`config.mk`:
```
export PLATFORM = sky130hd
export DESIGN_NAME = btn_event_ctrl
export DESIGN_NICKNAME = d
export VERILOG_FILES = /design/src/rtl/btn_event_ctrl.sv
export SDC_FILE = /design/constraint.sdc
export NUM_CORES = 1
export LEC_CHECK = 0
export ABC_AREA = 1
export CORE_ASPECT_RATIO = 1.4
export CORE_MARGIN = 5
export CORE_UTILIZATION = 40
export CTS_CLUSTER_DIAMETER = 100
export CTS_CLUSTER_SIZE = 24
export DETAILED_ROUTE_END_ITERATION = 8
export GPL_TIMING_DRIVEN = 0
export PLACE_DENSITY = 0.57
export SYNTH_ARGS = -nofsm -noshare
export SYNTH_HDL_FRONTEND = slang
export SYNTH_SLANG_ARGS = --single-unit
export TNS_END_PERCENT = 1
```
`constraint.sdc`:
```
create_clock -name clk -period 2.4 [get_ports clk]
set_input_delay 0.48 -clock clk [delete_from_list [all_inputs] [get_ports clk]]
set_output_delay 0.48 -clock clk [all_outputs]
set_load 0.01 [all_outputs]
```
`src/rtl/btn_event_ctrl.sv`:
```
// btn_event_ctrl: synchronises, debounces and classifies BTN_NUM front-panel
// buttons into PRESS / RELEASE / LONG (/ REPEAT) events, queued in a small FIFO
// and presented on a valid/ready stream next to the debounced button levels.
//
// Optional build macro: BTN_EVT_AUTOREPEAT_EN -- when defined, a held button
// emits a REPEAT event every REPEAT_CYCLES after its LONG event. When undefined
// no repeat logic exists and evt_type 3 is never produced.
//
// Ports:
//   clk          system clock
//   resetn       synchronous active-low reset
//   btn_in       raw asynchronous button pins
//   btn_state    debounced level per channel, 1 = pressed
//   evt_valid    event head valid
//   evt_ready    consumer accepts head when evt_valid & evt_ready
//   evt_id       channel index of the head event
//   evt_type     0 PRESS, 1 RELEASE, 2 LONG, 3 REPEAT
//   evt_overflow sticky, an event was dropped (full FIFO or duplicate pending)
//   ovf_clr      clears evt_overflow (a same-cycle set wins)
module btn_event_ctrl #(
  parameter int BTN_NUM           = 4,
  parameter int ACTIVE_LOW        = 1,
  parameter int DEBOUNCE_CYCLES   = 1000000,
  parameter int LONG_PRESS_CYCLES = 50000000,
  parameter int REPEAT_CYCLES     = 10000000,
  parameter int FIFO_DEPTH        = 8,
  localparam int ID_W = (BTN_NUM > 1) ? $clog2(BTN_NUM) : 1
) (
  input  logic               clk,
  input  logic               resetn,
  input  logic [BTN_NUM-1:0] btn_in,
  output logic [BTN_NUM-1:0] btn_state,
  output logic               evt_valid,
  input  logic               evt_ready,
  output logic [ID_W-1:0]    evt_id,
  output logic [1:0]         evt_type,
  output logic               evt_overflow,
  input  logic               ovf_clr
);

  // Elaboration-time parameter sanity
  if (BTN_NUM < 1 || BTN_NUM > 16 || DEBOUNCE_CYCLES < 2 ||
      LONG_PRESS_CYCLES <= DEBOUNCE_CYCLES || REPEAT_CYCLES < 1 ||
      FIFO_DEPTH < 2 || (FIFO_DEPTH & (FIFO_DEPTH - 1)) != 0) begin : g_param_err
    $error("btn_event_ctrl: illegal parameter combination");
  end

  localparam logic [1:0] T_PRESS   = 2'd0;
  localparam logic [1:0] T_RELEASE = 2'd1;
  localparam logic [1:0] T_LONG    = 2'd2;
  localparam logic [1:0] T_REPEAT  = 2'd3;

  localparam int DB_W = $clog2(DEBOUNCE_CYCLES);
  localparam int HD_W = $clog2(LONG_PRESS_CYCLES + 1);
  localparam int AW   = $clog2(FIFO_DEPTH);
  localparam int CW   = AW + 1;
  localparam int EW   = ID_W + 2;

  localparam logic [DB_W-1:0] DB_MAX   = DB_W'(DEBOUNCE_CYCLES - 1);
  localparam logic [HD_W-1:0] HOLD_MAX = HD_W'(LONG_PRESS_CYCLES - 1);
  localparam logic [HD_W-1:0] HOLD_SAT = HD_W'(LONG_PRESS_CYCLES);
  localparam logic [CW-1:0]   FULL_CNT = CW'(FIFO_DEPTH);

  // Synchronisers reset to the idle pin level so a reset never looks like a
  // press edge on the following cycles.
  localparam logic [BTN_NUM-1:0] IDLE_LVL = (ACTIVE_LOW != 0) ? '1 : '0;

  typedef enum logic [1:0] {S_RELEASED, S_PRESSED, S_HELD} state_t;

  // ---------------------------------------------------------------------------
  // Synchroniser and polarity normalisation
  // ---------------------------------------------------------------------------
  logic [BTN_NUM-1:0] sync1_q, sync2_q, level;

  always_ff @(posedge clk) begin
    if (!resetn) begin
      sync1_q <= IDLE_LVL;
      sync2_q <= IDLE_LVL;
    end else begin
      sync1_q <= btn_in;
      sync2_q <= sync1_q;
    end
  end

  assign level = (ACTIVE_LOW != 0) ? ~sync2_q : sync2_q;

  // ---------------------------------------------------------------------------
  // Debounce: toggle btn_state after DEBOUNCE_CYCLES consecutive differing samples
  // ---------------------------------------------------------------------------
  logic [DB_W-1:0]    db_cnt_q [BTN_NUM];
  logic [BTN_NUM-1:0] db_toggle, rise, fall;

  always_comb begin
    for (int i = 0; i < BTN_NUM; i++) begin
      db_toggle[i] = (level[i] != btn_state[i]) && (db_cnt_q[i] == DB_MAX);
    end
  end

  // The FSMs react on the same edge btn_state changes, not one cycle later.
  assign rise = db_toggle & ~btn_state;
  assign fall = db_toggle &  btn_state;

  always_ff @(posedge clk) begin
    if (!resetn) begin
      btn_state <= '0;
      for (int i = 0; i < BTN_NUM; i++) db_cnt_q[i] <= '0;
    end else begin
      for (int i = 0; i < BTN_NUM; i++) begin
        if (level[i] == btn_state[i] || db_toggle[i]) begin
          db_cnt_q[i] <= '0;
        end else begin
          db_cnt_q[i] <= db_cnt_q[i] + 1'b1;
        end
        if (db_toggle[i]) btn_state[i] <= ~btn_state[i];
      end
    end
  end

  // ---------------------------------------------------------------------------
  // Per-channel classification FSM
  // ---------------------------------------------------------------------------
  state_t                  st_q   [BTN_NUM];
  state_t                  st_d   [BTN_NUM];
  logic [HD_W-1:0]         hold_q [BTN_NUM];
  logic [HD_W-1:0]         hold_d [BTN_NUM];
  logic [BTN_NUM-1:0][3:0] set_evt;   // indexed by event type code
`ifdef BTN_EVT_AUTOREPEAT_EN
  localparam int RP_W = $clog2(REPEAT_CYCLES + 1);
  localparam logic [RP_W-1:0] REP_MAX = RP_W'(REPEAT_CYCLES - 1);
  logic [RP_W-1:0] rep_q [BTN_NUM];
  logic [RP_W-1:0] rep_d [BTN_NUM];
`endif

  always_comb begin
    for (int i = 0; i < BTN_NUM; i++) begin
      st_d[i]    = st_q[i];
      hold_d[i]  = hold_q[i];
      set_evt[i] = '0;
`ifdef BTN_EVT_AUTOREPEAT_EN
      rep_d[i]   = '0;
`endif
      case (st_q[i])
        S_RELEASED: begin
          hold_d[i] = '0;
          if (rise[i]) begin
            st_d[i]             = S_PRESSED;
            set_evt[i][T_PRESS] = 1'b1;
          end
        end
        S_PRESSED: begin
          if (fall[i]) begin
            st_d[i]               = S_RELEASED;
            hold_d[i]             = '0;
            set_evt[i][T_RELEASE] = 1'b1;
          end else if (hold_q[i] == HOLD_MAX) begin
            st_d[i]            = S_HELD;
            hold_d[i]          = HOLD_SAT;
            set_evt[i][T_LONG] = 1'b1;
          end else begin
            hold_d[i] = hold_q[i] + 1'b1;
          end
        end
        S_HELD: begin
          // hold counter stays saturated at LONG_PRESS_CYCLES here
          if (fall[i]) begin
            st_d[i]               = S_RELEASED;
            hold_d[i]             = '0;
            set_evt[i][T_RELEASE] = 1'b1;
          end
`ifdef BTN_EVT_AUTOREPEAT_EN
          else if (rep_q[i] == REP_MAX) begin
            set_evt[i][T_REPEAT] = 1'b1;
            rep_d[i]             = '0;
          end else begin
            rep_d[i] = rep_q[i] + 1'b1;
          end
`endif
        end
        default: begin
          st_d[i]   = S_RELEASED;
          hold_d[i] = '0;
        end
      endcase
    end
  end

  always_ff @(posedge clk) begin
    if (!resetn) begin
      for (int i = 0; i < BTN_NUM; i++) begin
        st_q[i]   <= S_RELEASED;
        hold_q[i] <= '0;
`ifdef BTN_EVT_AUTOREPEAT_EN
        rep_q[i]  <= '0;
`endif
      end
    end else begin
      for (int i = 0; i < BTN_NUM; i++) begin
        st_q[i]   <= st_d[i];
        hold_q[i] <= hold_d[i];
`ifdef BTN_EVT_AUTOREPEAT_EN
        rep_q[i]  <= rep_d[i];
`endif
      end
    end
  end

  // ---------------------------------------------------------------------------
  // Pending flags and arbiter: lowest channel first, then PRESS, LONG, REPEAT,
  // RELEASE within a channel. The winner is cleared whether or not it fits.
  // ---------------------------------------------------------------------------
  logic [BTN_NUM-1:0][3:0] pend_q, pend_d, clr_evt;
  logic                    win_vld;
  logic [ID_W-1:0]         win_id;
  logic [1:0]              win_ty;
  logic                    dup;

  always_comb begin
    win_vld = 1'b0;
    win_id  = '0;
    win_ty  = T_PRESS;
    // Descending scan: the last hit is the lowest index.
    for (int i = BTN_NUM - 1; i >= 0; i--) begin
      if (|pend_q[i]) begin
        win_vld = 1'b1;
        win_id  = ID_W'(i);
        if (pend_q[i][T_PRESS])       win_ty = T_PRESS;
        else if (pend_q[i][T_LONG])   win_ty = T_LONG;
        else if (pend_q[i][T_REPEAT]) win_ty = T_REPEAT;
        else                          win_ty = T_RELEASE;
      end
    end
    for (int i = 0; i < BTN_NUM; i++) begin
      clr_evt[i] = (win_vld && (win_id == ID_W'(i))) ? (4'b0001 << win_ty) : 4'b0000;
    end
    pend_d = (pend_q & ~clr_evt) | set_evt;
    // Re-setting a flag that is still waiting collapses two events into one.
    dup    = |(set_evt & pend_q & ~clr_evt);
  end

  always_ff @(posedge clk) begin
    if (!resetn) pend_q <= '0;
    else         pend_q <= pend_d;
  end

  // ---------------------------------------------------------------------------
  // Event FIFO with a registered head stage
  // ---------------------------------------------------------------------------
  logic [EW-1:0] mem_q [FIFO_DEPTH];
  logic [AW-1:0] wr_ptr_q, rd_ptr_q, head_idx;
  logic [CW-1:0] count_q, remain;
  logic          pop, push, drop, full;

  assign pop  = evt_valid & evt_ready;
  assign full = (count_q == FULL_CNT);
  assign push = win_vld & (~full | pop);
  assign drop = win_vld & ~push;

  // Entries already stored after this cycle's pop; an entry written on this
  // edge is not yet visible and reaches the head register one edge later.
  assign remain   = count_q - CW'(pop);
  assign head_idx = rd_ptr_q + AW'(pop);

  always_ff @(posedge clk) begin
    if (push) mem_q[wr_ptr_q] <= {win_id, win_ty};
  end

  always_ff @(posedge clk) begin
    if (!resetn) begin
      wr_ptr_q     <= '0;
      rd_ptr_q     <= '0;
      count_q      <= '0;
      evt_valid    <= 1'b0;
      evt_id       <= '0;
      evt_type     <= '0;
      evt_overflow <= 1'b0;
    end else begin
      if (push) wr_ptr_q <= wr_ptr_q + 1'b1;
      if (pop)  rd_ptr_q <= rd_ptr_q + 1'b1;
      count_q   <= remain + CW'(push);
      evt_valid <= (remain != '0);
      if (remain != '0) {evt_id, evt_type} <= mem_q[head_idx];
      evt_overflow <= drop | dup | (evt_overflow & ~ovf_clr);
    end
  end

endmodule

```
### Yosys cells after proc, flatten, opt, wreduce, memory -nomap -nowiden

Memory sizes are Yosys's and may differ from the RTL's. A register that Yosys moved wholly into a read port is not among the register bits.
Cells that the tools add are included.

| storage, ports and cells | value |
|---|---|
| register bits | 40 |
| RAM bits | 224 |
| bits of input ports | 8 |
| output and inout bits | 10 |
| word-level logic and storage cells | 264 |
| memories kept | 4 |

Memory list:

| memory | words | bits a word | rd ports | clocked after Yosys merged registers in | write ports | RTL line | RTL |
|---|---|---|---|---|---|---|---|
| hold_q | 4 | 26 | 4 | 0 | 4 | 124 | `logic [HD_W-1:0] hold_q [BTN_NUM];` |
| db_cnt_q | 4 | 20 | 4 | 0 | 4 | 90 | `logic [DB_W-1:0] db_cnt_q [BTN_NUM];` |
| mem_q | 8 | 4 | 1 | 1 | 1 | 248 | `logic [EW-1:0] mem_q [FIFO_DEPTH];` |
| st_q | 4 | 2 | 4 | 0 | 4 | 122 | `state_t st_q [BTN_NUM];` |

| cells by class | value |
|---|---|
| add/subtract/negate cells | 13 |
| eq/ne operators | 28 |
| shifts and indexed selects | 1 |
| muxes and demuxes | 136 |
| bitwise logic cells | 39 |
| reduce and logical (&&, ||, !) cells | 28 |

Operators with widths:

| kind | count |
|---|---|
| 26-bit 2-to-1 mux | 16 |
| 26-bit one-hot mux with 2 select lines | 4 |
| 20-bit 2-to-1 mux | 8 |
| 26-bit by 1-bit adder with 26-bit output (second input constant) | 4 |
| 26-bit == test (second input constant) | 4 |
| 20-bit by 1-bit adder with 20-bit output (second input constant) | 4 |
| 20-bit == test (second input constant) | 4 |
| 2-bit 2-to-1 mux | 40 |
| 1-bit 2-to-1 mux | 60 |
| 16-bit bitwise AND | 2 |
| 2-bit one-hot mux with 3 select lines | 4 |
| 1-bit bitwise OR | 19 |
| 15-bit by 16-bit bitwise AND with 16-bit output | 1 |
| 4-bit 2-to-1 mux | 4 |
| 16-bit inverter | 1 |
| 16-bit by 15-bit bitwise OR with 16-bit output | 1 |
| 16-bit OR reduction | 1 |
| 4-bit OR reduction | 4 |
| 2-bit == test (second input constant) | 6 |
| 2-bit by 1-bit == test with 1-bit output (second input constant) | 5 |
| 2-bit zero test | 5 |
| 4-bit bitwise AND | 2 |
| 1-bit logical AND | 8 |
| 4-bit inverter | 2 |
| other kinds (14) | 36 |

### Longest topological paths before layout

| depth | value |
|---|---|
| depth after elaboration | 14 |
| depth in mapped cells | 15 |
| mapped depth without buffers | 15 |

### Least setup slack after synthesis

Ideal clock, no wire load.

| timing path | value |
|---|---|
| kind | input port to flip-flop |
| start | in evt_ready |
| end | reg evt_type[0] (read register of mem_q) |
| setup time | 0.075 ns |
| data arrival time | 1.969 ns |
| data required time | 2.325 ns |
| path slack | 0.356 ns |
| stages | 9 |
| buffers on the path | 2 |
| path through | nand2_1 > inv_1 > ha_1 > clkbuf_1 > clkbuf_1 > o21ai_0 > o221ai_1 > o21ai_0 > o22ai_1 |

| between the ends | value |
|---|---|
| word-level cells in the longest chain between the ends | 3 |
| elaborated cells between the ends (all ways) | 4 |
| classes of those cells | add/sub: 2; bitwise: 1; reduce/logical: 1 |

RTL lines:

| element | RTL line | RTL |
|---|---|---|
| from (decl) | 34 | `input logic evt_ready,` |
| 1-bit bitwise AND * | 253 | `assign pop = evt_valid & evt_ready;` |
| named net pop | 251 | `logic pop, push, drop, full;` |
| 4-bit by 1-bit subtractor with 4-bit output | 260 | `assign remain = count_q - CW'(pop);` |
| 4-bit nonzero test | 281 | `if (remain != '0) {evt_id, evt_type} <= mem_q[head_idx];` |
| to (decl) | 36 | `output logic [1:0] evt_type,` |

The timed path passes the listed nets; every way through them passes the cells marked *.
A chain may end at the register's enable or synchronous reset.

### Final worst setup path

| timing path | value |
|---|---|
| start | in evt_ready |
| end | reg evt_id[0] (read register of mem_q) |

| between the ends | value |
|---|---|
| word-level cells in the longest chain between the ends | 3 |
| elaborated cells between the ends (all ways) | 4 |
| classes of those cells | add/sub: 2; bitwise: 1; reduce/logical: 1 |

RTL lines:

| element | RTL line | RTL |
|---|---|---|
| 1-bit bitwise AND * | 253 |  |
| named net pop | 251 |  |
| 4-bit by 1-bit subtractor with 4-bit output | 260 |  |
| 4-bit nonzero test | 281 |  |
| to (decl) | 35 | `output logic [ID_W-1:0] evt_id,` |

Marked as above.

==> flow_summary.rst <==
.. list-table::
   :header-rows: 1

   * - Metric
     - Value
   * - Clock tree from TritonCTS
     - done
   * - Highest fanout seen on the critical path
     - 10
   * - Count of flip-flops with a built-in enable after synthesis
     - 112
   * - Routed WL
     - 32570 µm
   * - Post-layout util
     - 44.71%
   * - Measured slew at the worst slew-check pin
     - 824.6 ps
   * - Total of warnings raised by yosys
     - 0
   * - Buffer depth of the longest clock path
     - 3
   * - Root buffer selected by CTS
     - clkbuf_16
   * - Count of unique library cells instantiated by Yosys
     - 61
   * - Post-CTS Hold Fix Bufs
     - 0
   * - Buffering stage count on the worst path with inverters included
     - 3
   * - Critical Path Slowest Stage Cell
     - ha_1
   * - Mean instance size in the synthesized netlist
     - 7.881 µm²
   * - Antenna diode count
     - 0
   * - FF+latch count, synth
     - 268
   * - Area of the core
     - 36010 µm²
   * - Worst endpoint data arrival time
     - 2560 ps
   * - Max IR drop VDD
     - 0.0004445 V
   * - Die span in y
     - 236.1 µm
   * - Remaining max-slew budget at the tightest pin
     - 45.03%
   * - Top-Level Pins
     - 18
   * - Global-route wire length before repair
     - 54940 µm
   * - Critical path cell sequence
     - clkdlybuf4s50_1, nand2_1, inv_1, ha_1, ha_1, clkbuf_2, a32oi_1, o21ai_0, o22ai_1
   * - Final-report setup violation count
     - 0
   * - Aggregate global routing overflow
     - 0
   * - Largest incremental delay on the critical path
     - 420 ps
   * - Most instantiated flip-flop cell in the synthesis netlist
     - dfxtp_1
   * - Floorplan die area
     - 40510 µm²
   * - Endpoint kind of the worst setup timing path
     - flop
   * - Level count of the clock H-tree
     - 1
   * - Post-layout min period
     - 2162 ps
   * - Number of antenna violations at the first check in global routing
     - 0
   * - Largest net degree at the start of global routing
     - 26
   * - Type of the worst setup path
     - in2reg
   * - Cell occurring most often along the worst timing path
     - ha_1
   * - Status
     - complete, no violations
   * - HP Class
     - reg2reg
   * - Post-route DRC violation count
     - 0
   * - Sequential share of the synthesized area
     - 44.39%
   * - Via count
     - 12007
   * - Clock network latency to the later pin of the worst-skew pair
     - 520 ps
   * - FMAX
     - 0.4625 GHz
   * - Via count normalized by instance count
     - 4.929
   * - Routability Congestion
     - 0.8642
   * - Count of endpoints failing hold in the final timing report
     - 0
   * - Cell leakage power
     - 6.071 nW
   * - Final-report max-slew violation count
     - 0
   * - GRT Total Usage
     - 15.98%
   * - Fin Setup TNS
     - 0 ps
   * - Clock slew seen by the registers of the worst setup and hold paths
     - 100 ps
   * - Category of cells accounting for the largest share of critical-path delay
     - buffers and inverters
   * - Tcrit/Tclk final
     - 90.09%
   * - Number of cells traversed by the worst hold path
     - 1
   * - Post-CTS setup-driven buffer insertion count
     - 0
   * - Length of the first detailed-routing pass in iterations
     - 5
   * - Layout cells sized above 1
     - 8.055%
   * - Reg2Reg Launch Point
     - pend_q[4]
   * - Worst R2R Setup Slack
     - 250 ps
   * - Crit path required time
     - 2800 ps
   * - Num Clock Sinks
     - 268
   * - Final nets
     - 2001
   * - Initial Util
     - 40.57%
   * - RR Endpoint
     - evt_overflow
   * - Count of cells along the worst register-to-register path
     - 12
   * - Post-synthesis cell count
     - 1854
   * - Final antenna-violating net count
     - 0
   * - Number of global-route vias before repair
     - 11834
   * - Maximum capacitance violations
     - 0
   * - Total power of the final layout
     - 8.623 mW
   * - Setup repair after global routing missed its margin
     - false
   * - Power density normalized to cell area
     - 535.6 nW/µm²
   * - Drt first-iter violations
     - 541
   * - CP Launch Type
     - input pin
   * - Number of core rows
     - 82
   * - Number of buffers added by the clock tree synthesis step
     - 15
   * - Average routed wire per standard cell
     - 13.37 µm
   * - Width of the die
     - 171.5 µm
   * - Port Buffers
     - 16
   * - Worst-case clock skew
     - 28.95 ps
   * - Detailed Place HPWL
     - 24790 µm
   * - Async set or reset register ratio after synthesis
     - 0%
   * - Endpoint of the worst hold path
     - sync2_q[0]
   * - Area Overhead vs Synth
     - 10.19%
   * - Worst Hold Launch
     - sync1_q[0]
   * - Mapped Area
     - 14610 µm²
worst max path at each step:
stage	start	to	slack [ps]	depth (start not counted)
global placement	evt_ready	evt_id[1]	-500	11
floorplan	evt_ready	evt_type[0]	360	9
detailed placement	evt_ready	evt_type[1]	-550	10
global route	pend_q[3]	evt_overflow	10	14
finish	evt_ready	evt_id[0]	240	9
CTS	evt_ready	evt_id[1]	1	11
worst reg2reg max path, stage by stage (launching register included):
cell,delay [ps]
dfxtp_1,340
nor2_1,220
nand3_2,140
nor2_4,230
nand2_1,80
nand2_1,370
nand4_1,220
nand3_1,150
nand2_1,60
nor2_1,100
nand3_1,70
nand2_1,70
inv_1,40
where the power goes:
group | switching [mW] | internal [mW]
logic | 0.563 | 0.330
registers | 0.0940 | 4.86
clock network | 1.55 | 1.23
total | 2.21 | 6.42
logic make-up after synthesis:
group	after synthesis	share of synthesized area [%]
DFF	268	44.39
other	1	0.02566
adders and majority gates	28	2.398
buffers and inverters	270	7.441
AOI/OAI and AO/OA	228	8.888
and+or+nand+nor	965	31.19
xor gates and xnor gates	90	5.395
muxes	4	0.2740
placed cells by master (no fill, tap or decap), drive strengths merged, types with 2 or more instances in the layout:
cell,instances
a211oi,4
a21oi,119
a221oi,2
a22oi,9
a31oi,5
a32oi,6
and2,2
and3,3
buf,21
clkbuf,39
clkdlybuf4s50,16
clkinv,6
conb,80
dfxtp,156
edfxtp,112
ha,28
inv,229
mux2i,4
nand2,381
nand3,137
nand3b,3
nand4,38
nor2,279
nor3,69
nor3b,13
nor4,21
o211ai,2
o21a,6
o21ai,63
o221ai,4
o22ai,4
or2,17
xnor2,26
xor2,64
flip-flops by register name, indices dropped and copies added (netlist names):
register and count:
mem_q 32, count_q 4, evt_overflow 1, evt_type 2, pend_q 16, hold_q 104
evt_valid 1, btn_state 4, st_q 8, wr_ptr_q 3, evt_id 2, sync2_q 4
rd_ptr_q 3, sync1_q 4, db_cnt_q 80
layer usage:
metal,vias up,wire [µm],GRT usage [%]
met5,-,0,0
met2,129,16980,30.03
met1,5575,14100,19.09
met3,54,799,1.541
met4,0,685,4.372
li1,6249,-,-
synthesized netlist by cell type (14+ instances only):
master | n | area [µm²]
o21ai_0 | 56 | 280.3
xnor2_1 | 26 | 227.7
nand4_1 | 35 | 219.0
nor3_1 | 52 | 260.3
clkbuf_1 | 18 | 67.56
nor2_2 | 14 | 87.58
edfxtp_1 | 112 | 3363
dfxtp_1 | 156 | 3123
a21oi_1 | 118 | 590.6
xor2_1 | 64 | 560.5
nand2_1 | 364 | 1366
nor2_1 | 255 | 957.2
nand3_1 | 129 | 645.6
nor4_1 | 15 | 93.84
inv_1 | 215 | 807.0
nor3_2 | 15 | 150.1
ha_1 | 28 | 350.3
stage by stage:
step	cell area [µm²]	std cells	setup WS, ps	hold WS [ps]
floorplan	14910	1933	356.0	392.5
global placement	15650	2411	-499.4	400.3
detailed placement	15650	2411	-552.5	403.3
CTS	16090	2437	1.325	426.2
global route	16100	2436	9.785	428.9
finish	16100	2436	237.8	413.5
layout make-up:
type	instances	area, µm²
Fill cell	3620	19910
Multi-Input combinational cell	1395	7343
Sequential cell	268	6486
Inverter	231	867.1
Tap cell	462	578.1
Clock buffer	22	411.6
Buffer	38	220.2
Timing Repair Buffer	16	160.2
Clock inverter	4	33.78
what timing repair did:
action / 4_1_cts / 5_1_grt
cloned: 0 / 0
gates resized for setup: 1 / 7
endpoints found under the setup margin: 1 / 29
Power figures use the tool's default switching activity.
